===== config.mk =====
export PLATFORM = sky130hd
export DESIGN_NAME = hzd_ctrl
export DESIGN_NICKNAME = d
export VERILOG_FILES = /design/src/rtl/hzd_ctrl_pkg.sv /design/src/rtl/hzd_ctrl_match.sv /design/src/rtl/hzd_ctrl.sv
export SDC_FILE = /design/constraint.sdc
export NUM_CORES = 1
export LEC_CHECK = 0
export CORE_MARGIN = 2
export CORE_UTILIZATION = 59
export DETAILED_ROUTE_END_ITERATION = 8
export PLACE_DENSITY = 0.82
export SETUP_SLACK_MARGIN = 0.02
export SLEW_MARGIN = 10
export SYNTH_ARGS = -nofsm -noshare
export SYNTH_HDL_FRONTEND = slang
export SYNTH_SLANG_ARGS = --single-unit
export TNS_END_PERCENT = 100

===== constraint.sdc =====
create_clock -name clk -period 5.9 [get_ports clk]
set_input_delay 1.18 -clock clk [delete_from_list [all_inputs] [get_ports clk]]
set_output_delay 1.18 -clock clk [all_outputs]
set_load 0.05 [all_outputs]

===== src/rtl/hzd_ctrl_pkg.sv =====
// Shared core types for the issue-side hazard controller: result classes,
// shadow-slot payload and the initial ready distances per class.
package core;

  localparam int unsigned REG_W = 5;
  localparam int unsigned RDY_W = 3;

  typedef enum logic [1:0] {
    RC_NONE = 2'd0,
    RC_EX   = 2'd1,
    RC_MEM  = 2'd2,
    RC_ASM  = 2'd3
  } rclass_t;

  typedef struct packed {
    logic             valid;
    logic [REG_W-1:0] rd;
    logic [RDY_W-1:0] rdy;
  } hzd_slot_t;

  localparam logic [RDY_W-1:0] RDY_EX  = RDY_W'(2);
  localparam logic [RDY_W-1:0] RDY_MEM = RDY_W'(3);
  localparam logic [RDY_W-1:0] RDY_ASM = RDY_W'(4);

  // Advances still needed before a freshly issued result reaches a bypass latch.
  function automatic logic [RDY_W-1:0] rc_rdy(input rclass_t rc);
    case (rc)
      RC_EX:   rc_rdy = RDY_EX;
      RC_MEM:  rc_rdy = RDY_MEM;
      RC_ASM:  rc_rdy = RDY_ASM;
      default: rc_rdy = '0;
    endcase
  endfunction

endpackage


===== src/rtl/hzd_ctrl_match.sv =====
// Finds the youngest valid shadow slot writing a given source register and
// returns its remaining ready distance.
module hzd_match
  import core::*;
#(
  parameter int unsigned NUM_SLOTS = 5
) (
  input  hzd_slot_t [NUM_SLOTS-1:0] slots,
  input  logic      [REG_W-1:0]     src,
  output logic                      hit,
  output logic      [RDY_W-1:0]     rdy
);

  // Scan oldest to youngest so the youngest match overwrites older ones.
  always_comb begin
    hit = 1'b0;
    rdy = '0;
    for (int k = int'(NUM_SLOTS) - 1; k >= 0; k--) begin
      if (slots[k].valid && (slots[k].rd == src)) begin
        hit = 1'b1;
        rdy = slots[k].rdy;
      end
    end
  end

endmodule


===== src/rtl/hzd_ctrl.sv =====
// Issue-side hazard controller: shadows in-flight producers RD..WB, stalls ID
// when an operand cannot be forwarded by EX, and counts stalled advances.
module hzd_ctrl
  import core::*;
#(
  parameter int unsigned NUM_SLOTS = 5,
  parameter int unsigned EX_DIST   = 2,
  parameter int unsigned CNT_W     = 32
) (
  input  logic             clk,
  input  logic             rst_n,
  input  logic             adv,
  input  logic             id_valid,
  input  logic             id_has_rs1,
  input  logic             id_has_rs2,
  input  logic [REG_W-1:0] id_rs1,
  input  logic [REG_W-1:0] id_rs2,
  input  logic             id_has_rd,
  input  logic [REG_W-1:0] id_rd,
  input  rclass_t          id_rc,
  input  logic             flush_ex,
  output logic             stall_id,
  output logic             rs1_hzd,
  output logic             rs2_hzd,
  output logic [CNT_W-1:0] stall_cnt
);

  hzd_slot_t [NUM_SLOTS-1:0] slots;
  hzd_slot_t [NUM_SLOTS-1:0] slots_nxt;
  hzd_slot_t                 issue_ent;
  logic                      hit1, hit2;
  logic      [RDY_W-1:0]     rdy1, rdy2;
  logic                      issue;

  hzd_match #(.NUM_SLOTS(NUM_SLOTS)) u_match_rs1 (
    .slots (slots),
    .src   (id_rs1),
    .hit   (hit1),
    .rdy   (rdy1)
  );

  hzd_match #(.NUM_SLOTS(NUM_SLOTS)) u_match_rs2 (
    .slots (slots),
    .src   (id_rs2),
    .hit   (hit2),
    .rdy   (rdy2)
  );

  // A flush kills ID, so it also masks any hazard the killed instruction sees.
  always_comb begin
    rs1_hzd  = !flush_ex && id_valid && id_has_rs1 && (id_rs1 != '0)
               && hit1 && (rdy1 > RDY_W'(EX_DIST));
    rs2_hzd  = !flush_ex && id_valid && id_has_rs2 && (id_rs2 != '0)
               && hit2 && (rdy2 > RDY_W'(EX_DIST));
    stall_id = rs1_hzd | rs2_hzd;
  end

  always_comb begin
    issue = id_valid && !stall_id && !flush_ex && id_has_rd
            && (id_rd != '0) && (id_rc != RC_NONE);
    issue_ent       = '0;
    issue_ent.valid = issue;
    issue_ent.rd    = issue ? id_rd : '0;
    issue_ent.rdy   = issue ? rc_rdy(id_rc) : '0;
  end

  // Shift on advance with saturating countdown; the flush kills whatever sits in RD.
  always_comb begin
    slots_nxt = slots;
    if (adv) begin
      for (int k = 1; k < int'(NUM_SLOTS); k++) begin
        slots_nxt[k]     = slots[k-1];
        slots_nxt[k].rdy = (slots[k-1].rdy == '0) ? '0 : slots[k-1].rdy - RDY_W'(1);
      end
      slots_nxt[0] = issue_ent;
      if (flush_ex) begin
        slots_nxt[1].valid = 1'b0;
      end
    end else if (flush_ex) begin
      slots_nxt[0].valid = 1'b0;
    end
  end

  always_ff @(posedge clk or negedge rst_n) begin
    if (!rst_n) begin
      slots <= '0;
    end else begin
      slots <= slots_nxt;
    end
  end

  always_ff @(posedge clk or negedge rst_n) begin
    if (!rst_n) begin
      stall_cnt <= '0;
    end else if (adv && stall_id && (stall_cnt != '1)) begin
      stall_cnt <= stall_cnt + CNT_W'(1);
    end
  end

endmodule


==> results of run 1 <==
-- kinds of logic after synthesis --
kind of cell,share of synthesized area
compound gates,0.0734
xor+xnor,0.164
fa+ha+maj,0.0347
buf+inv,0.0439
flops,0.445
mux,0.0650
simple gates,0.174
-- layout by cell type (no fill, tap or decap), types with 12 or more instances in the layout --
| master | synthesis | final |
|---|---|---|
| dfrtp_1 | 77 | 77 |
| clkdlybuf4s50_1 | 0 | 58 |
| xor2_1 | 50 | 50 |
| nand2_1 | 33 | 33 |
| xnor2_1 | 31 | 31 |
| mux2_2 | 25 | 25 |
| nand3_1 | 25 | 25 |
| nor2_1 | 24 | 24 |
| inv_1 | 18 | 18 |
| nor3_1 | 14 | 14 |
| nor4_1 | 13 | 13 |
| ha_1 | 12 | 12 |
| clkbuf_8 | 0 | 12 |
-- per-stage QoR --
| step | cells | total power (W) | instance area, µm² |
|---|---|---|---|
| 4_1_cts | 569 | 0.00110 | 5140 |
| 3_5_place_dp | 553 | 0.000686 | 4930 |
| 3_3_place_gp | 553 | 0.000681 | 4930 |
| 6_report | 569 | 0.00109 | 5140 |
| 5_1_grt | 569 | 0.00114 | 5140 |
| 2_1_floorplan | 413 | 0.000643 | 4330 |
-- worst max-delay path by stage --
stage                         start  endpoint  slack, ns
final                     id_rs1[3]  stall_id       0.38
after global routing      id_rs1[3]  stall_id       0.12
after CTS                 id_rs1[3]  stall_id       0.40
after detailed placement  id_rs1[3]  stall_id       0.42
after global placement    id_rs1[2]  stall_id       0.48
after floorplan           id_rs2[4]  stall_id       1.15
-- layer usage --
metal  up-vias  wire, µm
met5         -         0
met4         0        90
met3         9       468
met2        67      4570
met1      1553      3940
li1       1534         -
-- sequential cells by signal, summed over array words and instances (netlist names) --
register	cells
stall_cnt	32
slots	45
-- critical path, stage by stage --
cell and delay (ns):
clkdlybuf4s50_1 0.70, xnor2_1 0.17, nand4_1 0.13, or4_1 0.54
mux2_2 0.28, o22ai_2 0.28, nor2_1 0.17, inv_1 0.09
clkdlybuf4s50_1 0.79
-- layout make-up --
| type | instances | area [µm²] |
|---|---|---|
| Multi-Input combinational cell | 298 | 2210 |
| Fill cell | 527 | 2030 |
| Sequential cell | 77 | 1930 |
| Timing Repair Buffer | 60 | 596 |
| Clock buffer | 13 | 169 |
| Tap cell | 99 | 124 |
| Inverter | 19 | 71.3 |
| Clock inverter | 3 | 42.5 |
-- power breakdown --
| group | total (W) | leakage [nW] | switching [W] | internal [W] |
|---|---|---|---|---|
| registers | 0.000564 | 1.05 | 0.0000199 | 0.000544 |
| clock network | 0.000413 | 0.106 | 0.000184 | 0.000230 |
| logic | 0.000111 | 1.18 | 0.0000591 | 0.0000516 |
| total | 0.00109 | 2.33 | 0.000263 | 0.000825 |
==> summary.md, run 1 <==
| Metric | Value |
|---|---|
| Routed Wire Length | between 9 and 10 mm |
| Antenna violations before repair | 0 |
| Antenna Cells | 0 |
| Final Setup Violations | 0 |
| Grt met1 use | 0.307 |
| Die Ht | 89.7 µm |
| Post_cts resized | 0 |
| GRT overflow | 0 |
| Mean area per synthesized cell | 10.5 µm² |
| GR Util met2 | 0.411 |
| Clock skew | 0.00566 ns |
| Num CTS Buffers | 9 |
| Worst r2r dst | stall_cnt[8] |
| Max Cap Violations | 0 |
| GRT Util Overall | 0.246 |
| RD Place Congestion | around 0.84 |
| Critical Path Sink Type | output pin |
| Io pins | 60 |
| Clock net sink count | 77 |
| DRT iter0 DRCs | 155 |
| Place WS | approximately 0.42 ns |
| First-pass DRT Iterations | 4 |
| Synth async-reset ratio | 1.00 |
| Area delta synth->final | 18.7% |
| Critical path data arrival time | 4.34 ns |
| Top-count cell post-synth | dfrtp_1 |
| DR vias | around 3200 |
| Leak | 2.33 nW |
| Mapped Cells | 413 |
| Ys Warns | 0 |
| Initial Util | 0.604 |
| Slew margin rel. | 0.368 |
| CTS Buffer Depth | 2 |
| Leading area contributor after synthesis | dfrtp_1 |
| CTS clk-pin slew, worst paths | 0.07 ns |
| Final Max Slew Viols | 0 |
| Detailed Place HPWL | 6.60 mm |
| Clock root buffer | clkbuf_8 |
| Top cell type's share of synthesized area | 0.445 |
| CTS H-tree lvls | 3 |
| Core area | between 7000 and 8000 µm² |
| Grt peak-use layer | met2 |
| Skew-Pair Late Insertion Delay | 0.34 ns |
| CTS Hold Bufs | 0 |
| R2R depth | 8 |
| Reg2reg start | slots[34] |
| Worst reg2reg setup slack | approximately 2.9 ns |
| Period utilization | 0.936 |
| Final core occ | 0.717 |
| Total negative slack | 0 ns |
| DR DRC count | 0 |
| Syn_nets | 450 |
| First-pass GRT wire length | 15.2 mm |
| Final Hold Fails | 0 |
| Largest net degree at the start of global routing | between 70 and 80 |
| Cell variety after synth | 43 |
| Register area share after synthesis | 0.445 |
| Final Net Count | 502 |
| Peak supply drop | between 100 and 150 µV |
| Fin crit period | around 5.5 ns |
| Post-Synthesis Cell Area | 4330 µm² |
| Die ar. | roughly 8000 µm² |
| Commonest cells post-synth | dfrtp_1, xor2_1, nand2_1, xnor2_1 |
| Hold_ws | 0.491 ns |
| Critical Path Fanout Max | 6 |
| Post-route ant nets | 0 |
| FMAX | 181 MHz |
| Avg WL per Cell | 15.9 µm |
| Final worst setup slack | ~0.38 ns |
| Hold Path Origin | stall_cnt[11] |
| Share of cells above drive strength 1 | 0.117 |
| Critical path launch point type | input pin |
| Ys flop type | dfrtp_1 |
| Die W | 89.7 µm |
| Port Buf Inserts | 59 |
| Hold Crit Class | register to register |
| WS Path Type | input pin to output pin |
| Synth area leaders | dfrtp_1, xor2_1, mux2_2, xnor2_1, ha_1 |
| Hold path cells | 1 |
| Worst slew pin tran | 0.948 ns |
| Status | completed |
| M3 GR Usage | 0.0722 |
| Hold worst-path end | stall_cnt[11] |
| Yosys reg bits | 77 |
| EDFF count, synth | 0 |
| CP required | 4.72 ns |
| Row count | 31 |
| RSZ-0062 raised after global routing | false |
| CTS tree | done |
| Vias per inst | 5.56 |
| Pwr/cell area | 212 nW/µm² |
| Number of global-route vias before repair | 3279 |
| Post-CTS Setup Inserts | 0 |
Note: power is estimated with default switching activity, not from simulation.
==> inputs of run 2 (changes only) <==
--- a/config.mk
+++ b/config.mk
@@ -5,7 +5,6 @@
 export SDC_FILE = /design/constraint.sdc
 export NUM_CORES = 1
 export LEC_CHECK = 0
-export CORE_MARGIN = 2
 export CORE_UTILIZATION = 59
 export DETAILED_ROUTE_END_ITERATION = 8
 export PLACE_DENSITY = 0.82
==> run 2 against run 1 <==
Effect of this change: critical path depth stayed put; critical endpoint unchanged; largest power group unchanged; utilization rose by 1.9 points; total power decreased by 2.8%; critical path type unchanged; combinational power about the same; count of clock-buffer cells in the layout decreased by 3; sequential share of layout area increased by 0.27 points; clock skew is 0.0076 ns higher.
==> summary.md, run 2 (synthesized netlist as in run 1, its figures left out) <==
| Metric | Value |
|---|---|
| Row count | 30 |
| Crit-path slowest cell | clkdlybuf4s50_1 |
| Sw Pwr | ~0.00027 W |
| Area delta synth->final | 17.9% |
| Switching Share | 0.256 |
| Antenna Cells | 0 |
| Peak supply drop | 154 µV |
| Worst stage delay on the critical path | about 0.80 ns |
| Skew-Pair Late Insertion Delay | 0.35 ns |
| FMAX | 181 MHz |
| Die ar. | slightly below 8000 µm² |
| Post-CTS Setup Inserts | 0 |
| Port Buf Inserts | 59 |
| Antenna violations before repair | 0 |
| Largest net degree at the start of global routing | 78 |
| Routed Wire Length | 9.37 mm |
| Internal power | 0.000787 W |
| GRT overflow | 0 |
| Crit path cell chain | clkdlybuf4s50_1 -> xnor2_1 -> nand4_1 -> or4_1 -> mux2_2 -> o22ai_2 -> nor2_1 -> inv_1 -> clkdlybuf4s50_1 |
| Critical path data arrival time | between 4 and 5 ns |
| Hold worst-path end | stall_cnt[11] |
| RD Place Congestion | 0.864 |
| Pwr/cell area | 207 nW/µm² |
| Post-route ant nets | 0 |
| GRT Util Overall | 0.265 |
| Commonest cells after routing, fill and taps aside | dfrtp_1, clkdlybuf4s50_1, xor2_1 |
| CTS clk-pin slew, worst paths | roughly 0.080 ns |
| Avg WL per Cell | 16.6 µm |
| Share of cells above drive strength 1 | 0.113 |
| DR vias | 3201 |
| Critical path launch point type | input pin |
| Hold path cells | 1 |
| Clock skew | approximately 0.013 ns |
| Number of global-route vias before repair | 3166 |
| Combinational fraction of design power | 0.105 |
| CP required | 4.72 ns |
| Core area | 6940 µm² |
| Die Ht | 87.7 µm |
| Detailed Place HPWL | 6.63 mm |
| Delay-heaviest family, CP | buffers and inverters |
| Hold Crit Class | register to register |
| Initial Util | 0.624 |
| Status | completed |
| CTS H-tree lvls | 3 |
| Biggest register | slots |
| Seq pwr share | 0.533 |
| Clk pwr share | 0.362 |
| Critical Path Fanout Max | 6 |
| Filler Cell Count | 520 |
| CTS Hold Bufs | 0 |
| CP Launch Point | id_rs1[2] |
| Max Cap Violations | 0 |
| Final Max Slew Viols | 0 |
| Critical path's most frequent cell | clkdlybuf4s50_1 |
| DRT iter0 DRCs | 138 |
| Period utilization | 0.938 |
| Worst slew pin tran | 0.955 ns |
| Final Setup Violations | 0 |
| First-pass DRT Iterations | 5 |
| Worst r2r dst | stall_cnt[8] |
| Critical Path Sink Type | output pin |
| Place WS | 0.423 ns |
| CTS Buffer Depth | 2 |
| Final Net Count | around 500 |
| Die W | 87.7 µm |
| Io pins | 60 |
| Clock net sink count | 77 |
| CTS tree | done |
| First-pass GRT wire length | 15.5 mm |
| DR DRC count | 0 |
| Slew margin rel. | 0.363 |
| Post_cts resized | 0 |
| Vias per inst | ~5.7 |
| Leak | 2.31 nW |
| WS Path Type | input pin to output pin |
| Worst reg2reg setup slack | 2.86 ns |
| Fin crit period | 5.53 ns |
| Num CTS Buffers | 9 |
| Largest registers | slots: 45 flops, stall_cnt: 32 flops |
| Number of flip-flops in the largest register | 45 |
| Clock root buffer | clkbuf_8 |
| Final worst setup slack | between 0.3 and 0.4 ns |
| R2R depth | 8 |
| Hold Path Origin | stall_cnt[11] |
| Reg2reg start | slots[34] |
| RSZ-0062 raised after global routing | false |
| Final Hold Fails | 0 |
| Total negative slack | 0 ns |
| Commonest non-fill, non-tap cell in the layout | dfrtp_1 |
| Buf/Inv on CP | 3 |
run 2: worst max path at each step:
stage / to / slack, ns / cells past startpoint
global route: stall_id / 0.22 / 9
finish: stall_id / 0.37 / 9
CTS: stall_id / 0.36 / 9
detailed placement: stall_id / 0.42 / 9
global placement: stall_id / 0.50 / 9
floorplan: stall_id / 1.15 / 8
run 2: power by group through the flow:
stage / combinational, W / clock [W] / sequential, W
after floorplan: 0.0000738 / 0 / 0.000570
after global placement: 0.000109 / 0 / 0.000574
after detailed placement: 0.000112 / 0 / 0.000574
after CTS: 0.000113 / 0.000389 / 0.000564
after global routing: 0.000124 / 0.000412 / 0.000567
final: 0.000111 / 0.000383 / 0.000564
run 2: routing by layer:
layer,wire [µm],GRT usage,up-vias,part of all wire
met5,0,0,-,0
met1,4050,0.333,1571,0.43
met3,531,0.0641,17,0.057
met4,161,0.0894,0,0.017
li1,-,-,1526,-
met2,4630,0.452,87,0.49
run 2: worst register-to-register path: cells and delay by family, from the launching register on:
family                    cells  cell delay (ns)
xor gates and xnor gates      2             0.33
AOI/OAI and AO/OA             3             1.14
and+or+nand+nor               3             1.01
DFF                           1             0.45
run 2: per-stage QoR:
step	std cells	area, µm²	power (W)	util	hold WS, ns
5_1_grt	564	5110	0.00110	0.735	0.515
3_3_place_gp	550	4930	0.000683	0.710	0.475
2_1_floorplan	413	4330	0.000643	-	0.449
3_5_place_dp	550	4930	0.000686	0.710	0.480
4_1_cts	564	5110	0.00106	0.735	0.496
6_report	564	5110	0.00106	0.735	0.496
run 2: final cells by class:
type | count | area [µm²] | share of cell area
Clock buffer | 10 | 128 | 0.0250
Multi-Input combinational cell | 298 | 2210 | 0.434
Sequential cell | 77 | 1930 | 0.377
Timing Repair Buffer | 60 | 596 | 0.117
Inverter | 19 | 71.3 | 0.0140
Clock inverter | 4 | 51.3 | 0.0100
Tap cell | 96 | 120 | 0.0235
==> inputs of run 3 (changes only) <==
--- a/config.mk
+++ b/config.mk
@@ -5,6 +5,7 @@
 export SDC_FILE = /design/constraint.sdc
 export NUM_CORES = 1
 export LEC_CHECK = 0
+export CORE_MARGIN = 5
 export CORE_UTILIZATION = 59
 export DETAILED_ROUTE_END_ITERATION = 8
 export PLACE_DENSITY = 0.82
==> run 3 against run 2 <==
Effect of this change: non-clock buffer count stayed put; clock power down 8.4%; utilization down 2.9 points; die area grew 19%; combinational power about the same; highest routed layer unchanged; register-to-register slack about the same; via count up 0.75%; maximum frequency rose by 0.75%; largest power group unchanged; hold slack worse by 0.0012 ns; critical path depth is the same; flip-flop and latch count stayed put; count of clock-buffer cells in the layout rose by 1.
==> summary.md, run 3 (synthesized netlist as in run 1, its figures left out) <==
| Metric | Value |
|---|---|
| CTS clk-pin slew, worst paths | ~0.080 ns |
| Core area | 7210 µm² |
| Number of flip-flops in the largest register | 45 |
| Post-CTS Setup Inserts | 0 |
| Placed cell areas | 4930 µm² |
| FMAX | 182 MHz |
| Worst stage delay on the critical path | approximately 0.80 ns |
| Initial Util | 0.600 |
| Clock skew | roughly 0.014 ns |
| CTS H-tree lvls | 3 |
| Detailed Place HPWL | 6.85 mm |
| Share of cells above drive strength 1 | 0.115 |
| Final Max Slew Viols | 0 |
| Internal power | 0.000749 W |
| Skew-Pair Late Insertion Delay | roughly 0.35 ns |
| Biggest register | slots |
| Worst r2r dst | stall_cnt[8] |
| Max Cap Violations | 0 |
| Clock net sink count | 77 |
| Slew margin rel. | 0.350 |
| Worst slew pin tran | 0.975 ns |
| Leak | 2.30 nW |
| Switching Share | 0.270 |
| WS Path Type | input pin to output pin |
| Period utilization | 0.931 |
| RD Place Congestion | 0.896 |
| Vias per inst | 5.67 |
| Post-Place Cells | about 550 |
| Antenna violations before repair | 0 |
| Final Hold Fails | 0 |
| Critical path launch point type | input pin |
| CTS Buffer Depth | 2 |
| Critical path data arrival time | 4.31 ns |
| Hold Crit Class | register to register |
| Hold_ws | around 0.50 ns |
| Area delta synth->final | 17.7% |
| DRT iter0 DRCs | 179 |
| Critical Path Sink Type | output pin |
| Io pins | 60 |
| Final Non-Filler Cells | 569 |
| CTS tree | done |
| R2R depth | 8 |
| Avg WL per Cell | roughly 17 µm |
| Seq pwr share | 0.550 |
| Die ar. | between 9000 and 10000 µm² |
| Number of global-route vias before repair | 3334 |
| Fin crit period | 5.49 ns |
| Final Net Count | 502 |
| Worst reg2reg setup slack | 2.86 ns |
| Antenna Cells | 0 |
| Hold Path Origin | stall_cnt[20] |
| Hold worst-path end | stall_cnt[20] |
| Die Ht | 95.7 µm |
| DR DRC count | 0 |
| Status | completed |
| First-pass DRT Iterations | 4 |
| Largest registers | slots: 45 flops, stall_cnt: 32 flops |
| Hold path cells | 1 |
| Post_cts resized | 0 |
| Crit path cell chain | clkdlybuf4s50_1 -> xnor2_1 -> nand4_1 -> or4_1 -> mux2_2 -> o22ai_2 -> nor2_1 -> inv_1 -> clkdlybuf4s50_1 |
| Critical Path Fanout Max | 6 |
| Commonest non-fill, non-tap cell in the layout | dfrtp_1 |
| Final Setup Violations | 0 |
| Critical path's most frequent cell | clkdlybuf4s50_1 |
| Peak supply drop | 113 µV |
| Clk pwr share | 0.342 |
| Die W | between 90 and 100 µm |
| Num CTS Buffers | 9 |
| Total negative slack | 0 ns |
| Routed Wire Length | 9.39 mm |
| Combinational fraction of design power | 0.108 |
| Final instance area | 5100 µm² |
| Port Buf Inserts | approximately 60 |
| DR vias | 3225 |
| Crit-path slowest cell | clkdlybuf4s50_1 |
| Clock root buffer | clkbuf_8 |
| Sw Pwr | about 0.00028 W |
| GRT Util Overall | 0.222 |
| Post-route ant nets | 0 |
| Commonest cells after routing, fill and taps aside | dfrtp_1, clkdlybuf4s50_1, xor2_1 |
| Largest net degree at the start of global routing | a little under 80 |
| First-pass GRT wire length | between 15 and 20 mm |
| Row count | 31 |
| RSZ-0062 raised after global routing | false |
| GRT overflow | 0 |
| CTS Hold Bufs | 0 |
| Reg2reg start | slots[34] |
| CP required | 4.72 ns |
| Pwr/cell area | 201 nW/µm² |
## run 3: layout make-up
class	count	area [µm²]
clock inverter	5	36.3
sequential	77	1930
tap	99	124
multi-input combinational	298	2210
fill	576	2110
timing repair buffer	60	596
inverter	19	71.3
clock buffer	11	131
## run 3: how the worst max path moves through the flow
stage / startpoint / endpoint / slack [ns] / cells past startpoint
floorplan: id_rs2[4] / stall_id / 1.15 / 8
global placement: id_rs1[3] / stall_id / 0.48 / 9
detailed placement: id_rs1[3] / stall_id / 0.43 / 9
CTS: id_rs1[3] / stall_id / 0.41 / 9
global route: id_rs1[0] / stall_id / 0.27 / 9
finish: id_rs1[3] / stall_id / 0.41 / 9
## run 3: metrics by stage
step,utilization,power [W],worst slack [ns]
after floorplan,-,0.000643,1.15
after global routing,0.707,0.00107,0.274
final,0.707,0.00103,0.406
after CTS,0.707,0.00103,0.406
after global placement,0.684,0.000682,0.479
after detailed placement,0.684,0.000686,0.429
## run 3: power groups by stage
| stage | Combinational (W) | Sequential [W] | Clock [W] |
|---|---|---|---|
| CTS | 0.000112 | 0.000564 | 0.000358 |
| global placement | 0.000108 | 0.000574 | 0 |
| floorplan | 0.0000738 | 0.000570 | 0 |
| global route | 0.000123 | 0.000567 | 0.000381 |
| finish | 0.000111 | 0.000564 | 0.000351 |
| detailed placement | 0.000112 | 0.000575 | 0 |
## run 3: routing by layer
layer | vias up | GRT usage | routed length [µm]
met4 | 0 | 0.0924 | 172
li1 | 1536 | - | -
met5 | - | 0 | 0
met3 | 19 | 0.0616 | 588
met2 | 92 | 0.369 | 4690
met1 | 1578 | 0.273 | 3940
## run 3: worst max-delay path: cells and delay by family
| family | cells | cell delay (ns) |
|---|---|---|
| mux | 1 | 0.28 |
| compound gates | 1 | 0.28 |
| buf+inv | 3 | 1.56 |
| xor+xnor | 1 | 0.18 |
| simple gates | 3 | 0.85 |
